## config.mk

```make
export PLATFORM = sky130hd
export DESIGN_NAME = hbm_wr_burst_master_flat
export DESIGN_NICKNAME = d
export VERILOG_FILES = /design/src/rtl/hbm_wr_burst_master_pkg.sv /design/src/rtl/hbm_wr_burst_master_if.sv /design/src/rtl/hbm_wr_burst_master_splitter.sv /design/src/rtl/hbm_wr_burst_master.sv /design/src/flat_wrapper.sv
export SDC_FILE = /design/constraint.sdc
export NUM_CORES = 1
export LEC_CHECK = 0
export BUFFER_PORTS_ARGS = -buffer_cell sky130_fd_sc_hd__clkbuf_2
export CAP_MARGIN = 20
export CORE_AREA = 2 2 273 275
export CTS_BUF_LIST = sky130_fd_sc_hd__clkbuf_4
export DETAILED_ROUTE_END_ITERATION = 10
export DIE_AREA = 0 0 275 277
export GPL_ROUTABILITY_DRIVEN = 1
export GPL_TIMING_DRIVEN = 0
export PLACE_DENSITY = 0.52
export SYNTH_ARGS = -nofsm -noshare
export SYNTH_HDL_FRONTEND = slang
export SYNTH_SLANG_ARGS = --single-unit
```

## constraint.sdc

```tcl
create_clock -name clk -period 4.9 [get_ports clk]
set_clock_uncertainty 0.1 [all_clocks]
set_input_delay 1.225 -clock clk [delete_from_list [all_inputs] [get_ports clk]]
set_output_delay 1.225 -clock clk [all_outputs]
set_load 0.02 [all_outputs]
```

## src/rtl/hbm_wr_burst_master_pkg.sv

```systemverilog
// Shared types, AXI encodings and helpers for the HBM pseudo-channel write master.
package hbm_wr_burst_master_pkg;

  localparam int ADDR_W           = 33;
  localparam int DATA_W           = 256;
  localparam int STRB_W           = 32;
  localparam int ID_W             = 6;
  localparam int OUT_W            = 5;
  localparam int MAX_BURST_BEATS  = 16;
  localparam int BURST_BYTES      = 512;
  localparam int BURST_ALIGN_BITS = 9;

  localparam logic [1:0] AXI_BURST_INCR = 2'b01;
  localparam logic [2:0] AXI_SIZE_32B   = 3'b101;
  localparam logic [1:0] AXI_RESP_OKAY  = 2'b00;

  typedef logic [ADDR_W-1:0] addr_t;
  typedef logic [DATA_W-1:0] data_t;
  typedef logic [STRB_W-1:0] strb_t;
  typedef logic [ID_W-1:0]   id_t;

  typedef enum logic [1:0] {
    ST_IDLE  = 2'd0,
    ST_RUN   = 2'd1,
    ST_DRAIN = 2'd2
  } state_t;

  // One even-parity bit per data byte.
  function automatic strb_t parity(input data_t d);
    strb_t p;
    for (int i = 0; i < STRB_W; i++) begin
      p[i] = ^d[8*i +: 8];
    end
    return p;
  endfunction

endpackage

```

## src/rtl/hbm_wr_burst_master_if.sv

```systemverilog
// AXI3 write channels (AW/W/B) between the burst master and one HBM pseudo-channel.
interface hbm_wr_burst_master_if;
  import hbm_wr_burst_master_pkg::*;

  logic       awvalid;
  logic       awready;
  addr_t      awaddr;
  id_t        awid;
  logic [3:0] awlen;
  logic [2:0] awsize;
  logic [1:0] awburst;
  logic       wvalid;
  logic       wready;
  data_t      wdata;
  strb_t      wstrb;
  strb_t      wdata_parity;
  logic       wlast;
  logic       bvalid;
  logic       bready;
  id_t        bid;
  logic [1:0] bresp;

  modport master (
    output awvalid, awaddr, awid, awlen, awsize, awburst,
    input  awready,
    output wvalid, wdata, wstrb, wdata_parity, wlast,
    input  wready,
    input  bvalid, bid, bresp,
    output bready
  );

  modport slave (
    input  awvalid, awaddr, awid, awlen, awsize, awburst,
    output awready,
    input  wvalid, wdata, wstrb, wdata_parity, wlast,
    output wready,
    output bvalid, bid, bresp,
    input  bready
  );

endinterface

```

## src/rtl/hbm_wr_burst_master_splitter.sv

```systemverilog
// Cuts a command into 512 B-aligned INCR bursts of up to 16 beats and issues them on AW,
// one at a time, while the outstanding-burst credit allows it.
module hbm_wr_burst_splitter
  import hbm_wr_burst_master_pkg::*;
#(
  parameter int MAX_OUTSTANDING = 8,
  parameter int BEATS_W         = 24
) (
  input  logic               clk,
  input  logic               rst_n,
  input  logic               srst,
  input  logic               start,
  input  logic               enable,
  input  addr_t              base_addr,
  input  logic [BEATS_W-1:0] beats,
  input  logic [OUT_W-1:0]   outstanding,
  input  logic               awready,
  output logic               awvalid,
  output addr_t              awaddr,
  output logic [3:0]         awlen,
  output logic               all_issued
);

  addr_t              next_addr_r;
  logic [BEATS_W-1:0] remaining_r;
  logic [BEATS_W-1:0] burst_beats_s;
  logic               awvalid_r;
  addr_t              awaddr_r;
  logic [3:0]         awlen_r;
  logic               credit_ok_s;
  logic               issue_s;

  // Size of the next burst: a full 16 beats or the tail of the command.
  always_comb begin
    if (remaining_r >= BEATS_W'(MAX_BURST_BEATS)) begin
      burst_beats_s = BEATS_W'(MAX_BURST_BEATS);
    end else begin
      burst_beats_s = remaining_r;
    end
  end

  // Only one AW is pending at a time, so the registered count is never stale at issue.
  assign credit_ok_s = (outstanding < OUT_W'(MAX_OUTSTANDING));
  assign issue_s     = enable & ~awvalid_r & (remaining_r != {BEATS_W{1'b0}}) & credit_ok_s;

  // AW register stage: fields are frozen from issue until awready.
  always_ff @(posedge clk or negedge rst_n) begin
    if (!rst_n) begin
      next_addr_r <= {ADDR_W{1'b0}};
      remaining_r <= {BEATS_W{1'b0}};
      awvalid_r   <= 1'b0;
      awaddr_r    <= {ADDR_W{1'b0}};
      awlen_r     <= 4'd0;
    end else if (srst) begin
      next_addr_r <= {ADDR_W{1'b0}};
      remaining_r <= {BEATS_W{1'b0}};
      awvalid_r   <= 1'b0;
      awaddr_r    <= {ADDR_W{1'b0}};
      awlen_r     <= 4'd0;
    end else if (start) begin
      next_addr_r <= base_addr;
      remaining_r <= beats;
      awvalid_r   <= 1'b0;
    end else if (awvalid_r) begin
      if (awready) begin
        awvalid_r <= 1'b0;
      end
    end else if (issue_s) begin
      awvalid_r   <= 1'b1;
      awaddr_r    <= next_addr_r;
      awlen_r     <= 4'(burst_beats_s - BEATS_W'(1));
      next_addr_r <= next_addr_r + ADDR_W'(BURST_BYTES);
      remaining_r <= remaining_r - burst_beats_s;
    end
  end

  assign awvalid    = awvalid_r;
  assign awaddr     = awaddr_r;
  assign awlen      = awlen_r;
  assign all_issued = (remaining_r == {BEATS_W{1'b0}}) & ~awvalid_r;

endmodule

```

## src/rtl/hbm_wr_burst_master.sv

```systemverilog
// AXI3 write master for one HBM pseudo-channel: command FSM, W gating behind accepted AW,
// B accounting with done/err reporting.
module hbm_wr_burst_master
  import hbm_wr_burst_master_pkg::*;
#(
  parameter int  MAX_OUTSTANDING = 8,
  parameter id_t AXI_ID          = 6'd0,
  parameter int  BEATS_W         = 24
) (
  input  logic               clk,
  input  logic               rst_n,
  input  logic               srst,
  input  logic               cmd_valid,
  output logic               cmd_ready,
  input  addr_t              cmd_addr,
  input  logic [BEATS_W-1:0] cmd_beats,
  input  logic               s_valid,
  output logic               s_ready,
  input  data_t              s_data,
  output logic               done,
  output logic               err,
  hbm_wr_burst_master_if.master axi
);

  state_t             state_r;
  state_t             state_s;
  logic               cmd_ready_s;
  logic               run_s;
  logic               drain_s;
  logic [OUT_W-1:0]   outstanding_r;
  logic [BEATS_W-1:0] w_remaining_r;
  logic [3:0]         beat_idx_r;
  logic [BEATS_W-1:0] w_bursts_r;
  logic [BEATS_W-1:0] aw_bursts_r;
  logic               done_r;
  logic               err_r;
  logic               bready_r;
  logic               aw_valid_s;
  addr_t              aw_addr_s;
  logic [3:0]         aw_len_s;
  logic               aw_all_issued_s;
  addr_t              base_addr_s;
  logic               cmd_hs_s;
  logic               aw_hs_s;
  logic               w_hs_s;
  logic               b_hs_s;
  logic               w_allowed_s;
  logic               wlast_s;
  logic               unused_s;

  assign base_addr_s = {cmd_addr[ADDR_W-1:BURST_ALIGN_BITS], {BURST_ALIGN_BITS{1'b0}}};
  assign unused_s    = ^{axi.bid, cmd_addr[BURST_ALIGN_BITS-1:0]};

  assign cmd_hs_s = cmd_valid & cmd_ready_s;
  assign aw_hs_s  = aw_valid_s & axi.awready;
  assign b_hs_s   = axi.bvalid & bready_r;

  // A beat may only belong to a burst whose AW has already been accepted.
  assign w_allowed_s = run_s & (w_remaining_r != {BEATS_W{1'b0}}) & (w_bursts_r < aw_bursts_r);
  assign wlast_s     = (beat_idx_r == 4'd15) | (w_remaining_r == BEATS_W'(1));
  assign w_hs_s      = s_valid & axi.wready & w_allowed_s;

  hbm_wr_burst_splitter #(
    .MAX_OUTSTANDING (MAX_OUTSTANDING),
    .BEATS_W         (BEATS_W)
  ) u_splitter (
    .clk         (clk),
    .rst_n       (rst_n),
    .srst        (srst),
    .start       (cmd_hs_s),
    .enable      (run_s),
    .base_addr   (base_addr_s),
    .beats       (cmd_beats),
    .outstanding (outstanding_r),
    .awready     (axi.awready),
    .awvalid     (aw_valid_s),
    .awaddr      (aw_addr_s),
    .awlen       (aw_len_s),
    .all_issued  (aw_all_issued_s)
  );

  // FSM state register.
  always_ff @(posedge clk or negedge rst_n) begin
    if (!rst_n) begin
      state_r <= ST_IDLE;
    end else if (srst) begin
      state_r <= ST_IDLE;
    end else begin
      state_r <= state_s;
    end
  end

  // FSM next-state logic; an empty command skips straight to the drain/done step.
  always_comb begin
    state_s = state_r;
    case (state_r)
      ST_IDLE: begin
        if (cmd_hs_s) begin
          state_s = (cmd_beats == {BEATS_W{1'b0}}) ? ST_DRAIN : ST_RUN;
        end else begin
          state_s = ST_IDLE;
        end
      end
      ST_RUN: begin
        if (aw_all_issued_s && (w_remaining_r == {BEATS_W{1'b0}})) begin
          state_s = ST_DRAIN;
        end else begin
          state_s = ST_RUN;
        end
      end
      ST_DRAIN: begin
        if (outstanding_r == {OUT_W{1'b0}}) begin
          state_s = ST_IDLE;
        end else begin
          state_s = ST_DRAIN;
        end
      end
      default: state_s = ST_IDLE;
    endcase
  end

  // FSM state decode.
  always_comb begin
    cmd_ready_s = 1'b0;
    run_s       = 1'b0;
    drain_s     = 1'b0;
    case (state_r)
      ST_IDLE:  cmd_ready_s = 1'b1;
      ST_RUN:   run_s       = 1'b1;
      ST_DRAIN: drain_s     = 1'b1;
      default:  cmd_ready_s = 1'b0;
    endcase
  end

  // Bursts in flight: AW accepted but B not yet returned.
  always_ff @(posedge clk or negedge rst_n) begin
    if (!rst_n) begin
      outstanding_r <= {OUT_W{1'b0}};
    end else if (srst) begin
      outstanding_r <= {OUT_W{1'b0}};
    end else begin
      case ({aw_hs_s, b_hs_s})
        2'b10:   outstanding_r <= outstanding_r + OUT_W'(1);
        2'b01:   outstanding_r <= (outstanding_r != {OUT_W{1'b0}}) ? outstanding_r - OUT_W'(1)
                                                                   : outstanding_r;
        default: outstanding_r <= outstanding_r;
      endcase
    end
  end

  // W beat/burst bookkeeping for wlast and the W-behind-AW rule.
  always_ff @(posedge clk or negedge rst_n) begin
    if (!rst_n) begin
      w_remaining_r <= {BEATS_W{1'b0}};
      beat_idx_r    <= 4'd0;
      w_bursts_r    <= {BEATS_W{1'b0}};
      aw_bursts_r   <= {BEATS_W{1'b0}};
    end else if (srst) begin
      w_remaining_r <= {BEATS_W{1'b0}};
      beat_idx_r    <= 4'd0;
      w_bursts_r    <= {BEATS_W{1'b0}};
      aw_bursts_r   <= {BEATS_W{1'b0}};
    end else if (cmd_hs_s) begin
      w_remaining_r <= cmd_beats;
      beat_idx_r    <= 4'd0;
      w_bursts_r    <= {BEATS_W{1'b0}};
      aw_bursts_r   <= {BEATS_W{1'b0}};
    end else begin
      if (aw_hs_s) begin
        aw_bursts_r <= aw_bursts_r + BEATS_W'(1);
      end
      if (w_hs_s) begin
        w_remaining_r <= w_remaining_r - BEATS_W'(1);
        if (wlast_s) begin
          beat_idx_r <= 4'd0;
          w_bursts_r <= w_bursts_r + BEATS_W'(1);
        end else begin
          beat_idx_r <= beat_idx_r + 4'd1;
        end
      end
    end
  end

  // Status: done pulses on leaving DRAIN; err is sticky for one command.
  always_ff @(posedge clk or negedge rst_n) begin
    if (!rst_n) begin
      done_r   <= 1'b0;
      err_r    <= 1'b0;
      bready_r <= 1'b0;
    end else if (srst) begin
      done_r   <= 1'b0;
      err_r    <= 1'b0;
      bready_r <= 1'b0;
    end else begin
      done_r   <= drain_s & (outstanding_r == {OUT_W{1'b0}});
      bready_r <= 1'b1;
      if (cmd_hs_s) begin
        err_r <= 1'b0;
      end else if (b_hs_s && (axi.bresp != AXI_RESP_OKAY)) begin
        err_r <= 1'b1;
      end
    end
  end

  assign cmd_ready = cmd_ready_s;
  assign s_ready   = axi.wready & w_allowed_s;
  assign done      = done_r;
  assign err       = err_r;

  assign axi.awvalid      = aw_valid_s;
  assign axi.awaddr       = aw_addr_s;
  assign axi.awid         = AXI_ID;
  assign axi.awlen        = aw_len_s;
  assign axi.awsize       = AXI_SIZE_32B;
  assign axi.awburst      = AXI_BURST_INCR;
  assign axi.wvalid       = s_valid & w_allowed_s;
  assign axi.wdata        = s_data;
  assign axi.wstrb        = {STRB_W{1'b1}};
  assign axi.wdata_parity = parity(s_data);
  assign axi.wlast        = wlast_s;
  assign axi.bready       = bready_r;

endmodule

```

## src/flat_wrapper.sv

```systemverilog
// flat-port wrapper written by rule: the top's interface ports become plain ports
module hbm_wr_burst_master_flat import hbm_wr_burst_master_pkg::*;
#(
  parameter int  MAX_OUTSTANDING = 8,
  parameter id_t AXI_ID          = 6'd0,
  parameter int  BEATS_W         = 24
)
  (clk, rst_n, srst, cmd_valid, cmd_ready, cmd_addr, cmd_beats, s_valid, s_ready, s_data, done, err, axi_awvalid, axi_awaddr, axi_awid, axi_awlen, axi_awsize, axi_awburst, axi_awready, axi_wvalid, axi_wdata, axi_wstrb, axi_wdata_parity, axi_wlast, axi_wready, axi_bvalid, axi_bid, axi_bresp, axi_bready);
  hbm_wr_burst_master_if axi_i ();
  input  logic clk;
  input  logic rst_n;
  input  logic srst;
  input  logic cmd_valid;
  output logic cmd_ready;
  input  addr_t cmd_addr;
  input  logic [BEATS_W-1:0] cmd_beats;
  input  logic s_valid;
  output logic s_ready;
  input  data_t s_data;
  output logic done;
  output logic err;
  output wire logic [$bits(axi_i.awvalid)-1:0] axi_awvalid;
  output wire logic [$bits(axi_i.awaddr)-1:0] axi_awaddr;
  output wire logic [$bits(axi_i.awid)-1:0] axi_awid;
  output wire logic [$bits(axi_i.awlen)-1:0] axi_awlen;
  output wire logic [$bits(axi_i.awsize)-1:0] axi_awsize;
  output wire logic [$bits(axi_i.awburst)-1:0] axi_awburst;
  input wire logic [$bits(axi_i.awready)-1:0] axi_awready;
  output wire logic [$bits(axi_i.wvalid)-1:0] axi_wvalid;
  output wire logic [$bits(axi_i.wdata)-1:0] axi_wdata;
  output wire logic [$bits(axi_i.wstrb)-1:0] axi_wstrb;
  output wire logic [$bits(axi_i.wdata_parity)-1:0] axi_wdata_parity;
  output wire logic [$bits(axi_i.wlast)-1:0] axi_wlast;
  input wire logic [$bits(axi_i.wready)-1:0] axi_wready;
  input wire logic [$bits(axi_i.bvalid)-1:0] axi_bvalid;
  input wire logic [$bits(axi_i.bid)-1:0] axi_bid;
  input wire logic [$bits(axi_i.bresp)-1:0] axi_bresp;
  output wire logic [$bits(axi_i.bready)-1:0] axi_bready;
  assign axi_awvalid = axi_i.awvalid;
  assign axi_awaddr = axi_i.awaddr;
  assign axi_awid = axi_i.awid;
  assign axi_awlen = axi_i.awlen;
  assign axi_awsize = axi_i.awsize;
  assign axi_awburst = axi_i.awburst;
  assign axi_i.awready = axi_awready;
  assign axi_wvalid = axi_i.wvalid;
  assign axi_wdata = axi_i.wdata;
  assign axi_wstrb = axi_i.wstrb;
  assign axi_wdata_parity = axi_i.wdata_parity;
  assign axi_wlast = axi_i.wlast;
  assign axi_i.wready = axi_wready;
  assign axi_i.bvalid = axi_bvalid;
  assign axi_i.bid = axi_bid;
  assign axi_i.bresp = axi_bresp;
  assign axi_bready = axi_i.bready;
  hbm_wr_burst_master #(.MAX_OUTSTANDING(MAX_OUTSTANDING), .AXI_ID(AXI_ID), .BEATS_W(BEATS_W)) u_core (.clk(clk), .rst_n(rst_n), .srst(srst), .cmd_valid(cmd_valid), .cmd_ready(cmd_ready), .cmd_addr(cmd_addr), .cmd_beats(cmd_beats), .s_valid(s_valid), .s_ready(s_ready), .s_data(s_data), .done(done), .err(err), .axi(axi_i));
endmodule
```

==> results.py <==
metrics = {
    "synthesis": {
        "synthArstFlopShare": 1.00,
        "synthFlopType": "dfrtp_1",
        "synth.distinct_cells": 68,
        "ys_ff_latch": 164,
        "seq_area_frac_synth": 0.304,
        "synth_edf_count": 0,
        "netlist_area_um2": 13500,
        "synthCells": 1534,
        "synth_top_area_frac": 0.304,
        "synth_area_leaders": "dfrtp_1 (30%), buf_4 (17%), xnor2_1 (15%)",
        "syn_area_per_cell_um2": 8.81,
        "yosys.area.top_type": "dfrtp_1",
        "yosys_warnings": 0,
    },
    "drt": {
        "post_drt_wl_per_cell_um": 15.2,
        "vias": 12700,
        "wl_mm": 48.9,
        "viasPerCell": 3.95,
        "ant_nets": 0,
        "drc": 0,
        "first_pass_iters": 8,
        "drtIter0Drc": 569,
    },
    "pwr": {
        "power.density_nw_per_um2": 225,
        "power_leakage_uw": 0.00876,
        "ir_drop_mv": 0.147,
    },
    "global_routing": {
        "grt.total_usage": 0.122,
        "grt_overflow": 0,
        "grt_pass1_wl_mm": 72.1,
        "grt_max_degree": 99,
        "antenna_found_initial": 4,
        "grt_pass1_vias": 12100,
    },
    "final_layout": {
        "drive_gt1_frac": 0.451,
        "design_area_um2": 18500,
        "multi_input_area_um2": 6950,
        "nets": 2606,
        "instances_no_fill": 3226,
        "n_fill_cell": 8134,
        "final_cell_mix": "clkbuf_2 (645), buf_4 (312), xnor2_1 (233), dfrtp_1 (164), a21oi_1 (88)",
        "area_growth_pct": 36.6,
        "final_common_cell": "clkbuf_2",
        "layout.area.seq_um2": 4100,
    },
    "sta": {
        "fin_crit_ns": 4.68,
        "worst-slew-pin-transition_ns": 1.09,
        "finalHoldViolCount": 0,
        "period_share": 0.956,
        "fmax_ghz": 0.213,
        "slew_violations": 0,
        "rsz0062_at_grt": "no",
        "max_slew_margin": 0.268,
        "timing.setup.tns_ns": 0,
        "setup_ws_ns": 0.215,
        "whs_ns": 0.421,
        "setup-violations-final": 0,
    },
    "die": {
        "design.die.area_um2": 76200,
        "rows": 100,
        "die_w_um": 275,
        "die_h_um": 277,
        "core_um2": 73600,
        "initial_core_util": 0.184,
        "io_pins": 705,
    },
    "setup_path": {
        "cp-end-kind": "output pin",
        "crit_type": "flip-flop to output pin",
        "crit_buf_inv": 3,
        "r2r_end": "u_core.w_bursts_r[6]",
        "max_stage_delay_ns": 0.42,
        "cp_top_family": "compound AO/OA/AOI/OAI gates",
        "required_ns": 3.58,
        "crit_slowest_cell": "dfrtp_1",
        "rr_startpoint": "u_core.w_bursts_r[21]",
        "reg2reg_slack_ns": 1.31,
        "cp.arrival_ns": 3.36,
        "critical_path.startpoint_type": "flip-flop",
        "r2r_cells": 10,
        "crit_fanout": 19,
        "path_cells": "inv_1 > ha_1 > and3_1 > a221o_1 > a2111oi_4 > clkbuf_4 > a21boi_4 > and2_1 > clkbuf_2",
    },
    "min_path": {
        "min_path_type": "flip-flop to flip-flop",
        "holdPathStages": 1,
        "min_from": "u_core.u_splitter.awaddr[10]",
        "hold_path_end": "u_core.u_splitter.awaddr[10]",
    },
    "clocking": {
        "cts_buffers": 17,
        "clk_pin_slew_worst_paths_ns": 0.16,
        "clock-root-buffer": "clkbuf_4",
        "cts_hold_buf": 0,
        "cts_tree": "built",
        "htreeDepth": 4,
        "clockBufferDepth": 2,
        "clock-sinks": 164,
        "clk_latency_ns": 0.59,
    },
    "status": {
        "outcome": "finished, final reports clean",
    },
    "place": {
        "post-dp-hpwl_mm": 41.1,
        "dp_slack_ns": -0.0549,
        "gp_congestion": 0.817,
        "portBuffers": 646,
        "dpl_cell_area_um2": 18200,
        "dpl.cell_count": 3192,
    },
    "job": {
        "cap_violations": 0,
    },
}
[cells by family (layout without fill, tap and decap cells)]
kind of cell,after synthesis,count (layout),share of synthesized area
simple gates,398,398,0.155
buf+inv,387,1066,0.195
xor+xnor,296,296,0.192
compound gates,244,244,0.115
flops,164,164,0.304
fa+ha+maj,35,35,0.0330
mux,8,8,0.00611
other cells,2,46,0.000556
[area by class of cell]
cell class,instances,area share
buffer,351,0.136
multi-input combinational,1025,0.376
clock inverter,15,0.00854
inverter,35,0.00712
timing repair buffer,648,0.177
clock buffer,17,0.00691
tap,969,0.0657
sequential,164,0.222
antenna,2,0.000271
[flip-flops by register name, indices dropped and copies added (netlist names)]
signal and count:
u_core.err 1, u_core.u_splitter.awlen 4, u_core.done 1, u_core.u_splitter.awaddr 25, u_core.u_splitter.next_addr_r 24, u_core.w_remaining_r 24, u_core.state_r 2, u_core.outstanding_r 5
u_core.aw_bursts_r 24, u_core.u_splitter.remaining_r 24, u_core.w_bursts_r 24, u_core.u_splitter.awvalid 1, u_core.axi.bready 1, u_core.beat_idx_r 4
[cells in the mapped netlist, types with 27 or more instances]
cell and number:
clkbuf_1 34, nor2_1 79, a22o_1 27, nand2_1 84
ha_1 34, xor2_1 63, o21ai_0 61, xnor2_1 233
nand4_1 30, nand3_1 46, buf_4 311, nor3_1 38
a21oi_1 88, inv_1 35, dfrtp_1 164
[where the power goes]
group	leakage [µW]	internal (µW)	total (µW)	switching (µW)
Combinational	0.00638	760	1780	1020
Sequential	0.00223	1430	1520	86.2
Clock	0.000153	307	861	554
Total	0.00876	2500	4160	1660
[per-stage QoR]
stage | util | power, µW
2_1_floorplan | - | 2690
6_report | 0.251 | 4160
3_3_place_gp | 0.246 | 3320
3_5_place_dp | 0.247 | 3330
4_1_cts | 0.251 | 4200
5_1_grt | 0.251 | 4390
[metal layers]
layer,part of all wire,global-route usage,vias to the layer above
met5,0.00084,0,-
li1,-,-,6376
met4,0.018,0.0265,6
met1,0.44,0.157,5917
met2,0.49,0.212,400
met3,0.054,0.0203,45
[worst max-delay path by stage]
stage	startpoint	endpoint	slack, ns	cells past startpoint
global route	u_core.aw_bursts_r[9]	s_ready	0.02	9
floorplan	u_core.aw_bursts_r[11]	axi_wvalid	0.95	9
detailed placement	u_core.aw_bursts_r[11]	s_ready	-0.05	10
global placement	rst_n	u_core.aw_bursts_r[17]	-0.83	1
finish	u_core.aw_bursts_r[11]	s_ready	0.22	9
CTS	u_core.aw_bursts_r[11]	s_ready	0.13	9
[what timing repair did]
item                                    CTS  global route
setup buffers                             1             0
endpoints found under the setup margin    2             0
gates resized for setup                   5             0
(Power assumes the default switching activity.)
